===== src/rtl/score_counter.sv =====
// Bounded up/down score counter with saturate-or-wrap arithmetic, synchronous
// clear/load and press-and-hold auto-repeat driven by debounced button levels.
module score_counter #(
   parameter int BW      = 7,
   parameter int MAX_VAL = 99,
   parameter int WRAP    = 0,
   parameter int STEP    = 1,
   parameter int RPT_DLY = 8,
   parameter int RPT_PER = 4
) (
   input  logic          clk_i,
   input  logic          rst_ni,
   input  logic          clr_i,
   input  logic          up_i,
   input  logic          dn_i,
   input  logic          load_i,
   input  logic [BW-1:0] load_val_i,
   output logic [BW-1:0] cnt_o,
   output logic          at_max_o,
   output logic          at_min_o,
   output logic          step_o
);

   localparam int TMR_TOP = (RPT_DLY > RPT_PER) ? RPT_DLY : RPT_PER;
   localparam int TW      = $clog2(TMR_TOP);

   localparam logic [TW-1:0] DLY_END = TW'(RPT_DLY - 1);
   localparam logic [TW-1:0] PER_END = TW'(RPT_PER - 1);

   localparam logic [BW:0]   MAX_X  = (BW+1)'(MAX_VAL);
   localparam logic [BW:0]   MOD_X  = (BW+1)'(MAX_VAL + 1);
   localparam logic [BW:0]   STEP_X = (BW+1)'(STEP);
   localparam logic [BW-1:0] MAX_N  = BW'(MAX_VAL);

   typedef enum logic [1:0] {
      IDLE   = 2'd0,
      DELAY  = 2'd1,
      REPEAT = 2'd2
   } state_e;

   // Bit 1 = up, bit 0 = down; both-pressed collapses to DIR_NONE.
   typedef enum logic [1:0] {
      DIR_NONE = 2'b00,
      DIR_DN   = 2'b01,
      DIR_UP   = 2'b10
   } dir_e;

   state_e          state_q, state_d;
   logic [TW-1:0]   tmr_q,   tmr_d;
   dir_e            p_q,     p_d;
   logic [BW-1:0]   cnt_q,   cnt_d;
   logic            step_q,  step_d;

   dir_e            p;
   logic            ev;
   logic [BW:0]     cnt_x;
   logic [BW:0]     sum;
   logic [BW:0]     up_val;
   logic [BW:0]     dn_val;
   logic [BW:0]     ev_val;

   // Repeat FSM: decides when an up/down event fires.
   // NOTE: every variable written in an always_comb gets a default first, so no
   // path leaves it unassigned and no latch is inferred.
   always_comb begin
      p       = dir_e'({up_i & ~dn_i, dn_i & ~up_i});
      p_d     = p;
      state_d = state_q;
      tmr_d   = tmr_q;
      ev      = 1'b0;

      if (p == DIR_NONE) begin
         state_d = IDLE;
         tmr_d   = '0;
      end else if (p != p_q) begin
         ev      = 1'b1;
         state_d = DELAY;
         tmr_d   = '0;
      end else begin
         unique case (state_q)
            DELAY: begin
               if (tmr_q == DLY_END) begin
                  ev      = 1'b1;
                  state_d = REPEAT;
                  tmr_d   = '0;
               end else begin
                  tmr_d = tmr_q + 1'b1;
               end
            end
            REPEAT: begin
               if (tmr_q == PER_END) begin
                  ev    = 1'b1;
                  tmr_d = '0;
               end else begin
                  tmr_d = tmr_q + 1'b1;
               end
            end
            default: begin
               state_d = IDLE;
               tmr_d   = '0;
            end
         endcase
      end
   end

   // Bounded arithmetic in BW+1 bits so the carry out of cnt+STEP is visible.
   always_comb begin
      cnt_x = {1'b0, cnt_q};
      sum   = cnt_x + STEP_X;

      if (sum > MAX_X) begin
         up_val = (WRAP != 0) ? (sum - MOD_X) : MAX_X;
      end else begin
         up_val = sum;
      end

      if (cnt_x < STEP_X) begin
         dn_val = (WRAP != 0) ? (cnt_x + MOD_X - STEP_X) : '0;
      end else begin
         dn_val = cnt_x - STEP_X;
      end

      ev_val = (p == DIR_UP) ? up_val : dn_val;
   end

   // Clear beats load beats event; only a real count change pulses step.
   always_comb begin
      cnt_d  = cnt_q;
      step_d = 1'b0;

      if (clr_i) begin
         cnt_d = '0;
      end else if (load_i) begin
         cnt_d = ({1'b0, load_val_i} > MAX_X) ? MAX_N : load_val_i;
      end else if (ev) begin
         cnt_d  = ev_val[BW-1:0];
         step_d = (ev_val != cnt_x);
      end
   end

   // NOTE: sequential state uses non-blocking assignments so every flop samples
   // the pre-edge values of the others, independent of statement order.
   always_ff @(posedge clk_i or negedge rst_ni) begin
      if (!rst_ni) begin
         state_q <= IDLE;
         tmr_q   <= '0;
         p_q     <= DIR_NONE;
         cnt_q   <= '0;
         step_q  <= 1'b0;
      end else begin
         state_q <= state_d;
         tmr_q   <= tmr_d;
         p_q     <= p_d;
         cnt_q   <= cnt_d;
         step_q  <= step_d;
      end
   end

   assign cnt_o    = cnt_q;
   assign at_max_o = (cnt_q == MAX_N);
   assign at_min_o = (cnt_q == '0);
   assign step_o   = step_q;

endmodule


===== config.mk =====
export PLATFORM = sky130hd
export DESIGN_NAME = score_counter
export DESIGN_NICKNAME = d
export VERILOG_FILES = /design/src/rtl/score_counter.sv
export SDC_FILE = /design/constraint.sdc
export NUM_CORES = 1
export LEC_CHECK = 0
export BUFFER_PORTS_ARGS = -buffer_cell sky130_fd_sc_hd__buf_2
export CAP_MARGIN = 10
export CELL_PAD_IN_SITES_DETAIL_PLACEMENT = 1
export CELL_PAD_IN_SITES_GLOBAL_PLACEMENT = 1
export CORE_UTILIZATION = 44
export DETAILED_ROUTE_END_ITERATION = 10
export GPL_TIMING_DRIVEN = 1
export PLACE_DENSITY = 0.85
export SLEW_MARGIN = 20
export SYNTH_ARGS = -nofsm -noshare
export SYNTH_HDL_FRONTEND = slang
export SYNTH_SLANG_ARGS = --single-unit

===== constraint.sdc =====
create_clock -name clk_i -period 5.71 [get_ports clk_i]
set_input_delay 0.571 -clock clk_i [delete_from_list [all_inputs] [get_ports clk_i]]
set_output_delay 0.571 -clock clk_i [all_outputs]
set_load 0.01 [all_outputs]

==> flow_summary.yaml <==
outcome:
  status: "finished, final reports clean"
cts:
  clkLatencyLatePin_ns: 0.28
  clk_pin_slew_ns: 0.09
  cts_buffers: 3
  cts_setup_buffers: 0
  clkSinkCount: 15
  cts_root_buffer: "clkbuf_4"
  cts_hold_buf: 0
  htree_num_levels: 1
  cts_buffer_depth: 2
  postCtsResizedCells: 0
  cts_tree: "done"
cells_and_area:
  utilization: 0.505
  drive_above_1_share: 0.161
  final_nets: 218
  final_cells: 236
  area_growth_pct: 9.39
  n_antenna_cell: 0
drt:
  drt-total-wl_um: 3890
  vias: 1393
  dr.pass1.iters: 4
  viasPerCell: 5.90
  drtIter0Drc: 30
  antenna_left: 0
  wl_per_cell_um: 16.5
  drc: 0
logic_synthesis:
  synthArstFlopShare: 1.00
  yosys.area.top_type: "dfrtp_1"
  yosysUniqueCellTypes: 47
  postSynthAreaPerCell_um2: 7.86
  synth_flop_cell: "dfrtp_1"
  ys_ff_latch: 15
  yosys_warnings: 0
  synthesis.area_um2: 1400
  ys_seq_area_frac: 0.268
  synth_top_area_share: 0.268
  postSynthCellCount: 178
  synth_nets: 203
  netlist_top_cells_count: "15 x dfrtp_1, 15 x nor2_1, 14 x inv_1"
  ys_top_cells_by_area: "dfrtp_1 27%, ha_1 11%, a21oi_1 4.3%"
  synth-edff-count: 0
worst_setup_path:
  crit_path_end: "step_o"
  critical_path_class: "reg -> reg"
  reg2reg_slack_ns: 3.09
  setup.worst_path.end_class: "flop"
  crit_fanout: 15
  r2r-end: "step_o"
  rr_worst_depth: 8
  cp-start-kind: "flop"
  arrival_ns: 2.81
  worstPathRequired_ns: 5.90
  crit_start: "cnt_o[0]"
  reg2reg_from: "cnt_o[0]"
power:
  cellLeakagePower_uw: 0.000685
  power.density_nw_per_um2: 196
  vdd_ir_drop_max_mv: 0.124
  p_total_uw: 300
sta:
  post-route-period-util: 0.459
  drv_slew: 0
  hold_viol: 0
  setup_violations: 0
  fmax_mhz: 381
  min_period_ns: 2.62
  slew_headroom: 0.510
  fin_skew_ns: 0.00901
  rsz0062_at_grt: "false"
  worst_pin_slew_ns: 0.735
  setup_tns_ns: 0
job:
  drv_cap: 0
worst_hold_path:
  min_path_type: "in -> async"
floorplanning:
  die_y_um: 58.4
  initial_utilization: 0.462
  die_x_um: 58.4
  design.core.area_um2: 3030
  rows: 20
  dieArea_um2: 3410
  pin_count: 23
global_route:
  grt.total_usage: 0.240
  grt_max_degree: 21
  grt_pass1_vias: 1339
  overflow: 0
  grt_pass1_wl_um: 6350
  antenna_found_initial: 0
placed_design:
  place_inst: 232
  hpwlAfterDp_um: 2910
  gp_congestion: 0.811
  port-buffer-count: 22
## cell type report
| class | instances | area, um2 |
|---|---|---|
| Tap cell | 44 | 55.1 |
| Multi-Input combinational cell | 137 | 911 |
| Clock buffer | 4 | 26.3 |
| Fill cell | 399 | 1500 |
| Inverter | 14 | 52.6 |
| Sequential cell | 15 | 375 |
| Timing Repair Buffer | 22 | 110 |
## critical path, stage by stage (launching register included)
cell and delay [ns]:
dfrtp_1 0.66, ha_1 0.39, nand3_1 0.15, nor4_1 0.27, o21ai_2 0.13, a31oi_4 0.27
a31oi_1 0.22, xor2_1 0.22, a31oi_1 0.22
## power by group
group	switching [uW]	leakage [uW]	internal, uW
registers	20.5	0.000200	113
clock network	33.1	0.0000150	27.1
logic	63.0	0.000469	43.6
## metrics by stage
| stage | hold slack, ns | instance area [um2] | setup slack [ns] |
|---|---|---|---|
| after detailed placement | 0.441 | 1500 | 2.86 |
| after CTS | 0.174 | 1530 | 3.14 |
| after floorplan | 0.275 | 1400 | 3.45 |
| after global placement | 0.432 | 1500 | 2.99 |
| final | 0.177 | 1530 | 3.09 |
| after global routing | 0.184 | 1530 | 2.97 |
## how the worst min path moves through the flow
| stage | from | slack [ns] | depth (start not counted) | end |
|---|---|---|---|---|
| 6_report | rst_ni | 0.18 | 1 | state_q[0] |
| 5_1_grt | rst_ni | 0.18 | 1 | state_q[0] |
| 4_1_cts | rst_ni | 0.17 | 1 | state_q[0] |
| 3_5_place_dp | tmr_q[0] | 0.44 | 1 | tmr_q[0] |
| 3_3_place_gp | tmr_q[0] | 0.43 | 1 | tmr_q[0] |
| 2_1_floorplan | rst_ni | 0.28 | 0 | cnt_o[0] |
## logic make-up (layout without fill, tap and decap cells)
kind of cell               Yosys count  count (layout)  share of synthesized area
and+or+nand+nor                     68              68                      0.256
AOI/OAI and AO/OA                   51              51                      0.250
buffers and inverters               26              40                     0.0805
DFF                                 15              15                      0.268
adders and majority gates           12              12                      0.107
xor gates and xnor gates             5               5                     0.0313
muxes                                1               1                    0.00716
## placed cells by master, fill, tap and decap left out, types with 3 or more instances in the layout
cell,count
ha_1,12
a31oi_1,8
dfrtp_1,15
inv_1,14
nand3_1,9
nor2_1,15
a22oi_1,4
xnor2_1,3
nor3_1,7
a21oi_1,12
nor4_1,3
o21ai_0,9
nand2_1,10
clkbuf_4,3
buf_2,22
nor2b_1,5
and3_1,5
or3_1,3
## flip-flops by register name, indices dropped and copies added, names as in the netlist
register / flops
cnt_o: 7
p_q: 2
state_q: 2
step_o: 1
tmr_q: 3
## routing by layer
| layer | part of all wire | routed length, um | GRT usage | up-vias |
|---|---|---|---|---|
| met5 | 0 | 0 | 0 | - |
| met4 | 0.011 | 44 | 0.0544 | 0 |
| met3 | 0.038 | 149 | 0.0462 | 5 |
| met2 | 0.52 | 2030 | 0.419 | 38 |
| met1 | 0.43 | 1670 | 0.307 | 677 |
| li1 | - | - | - | 673 |
Note: power is estimated with default switching activity, not from simulation.
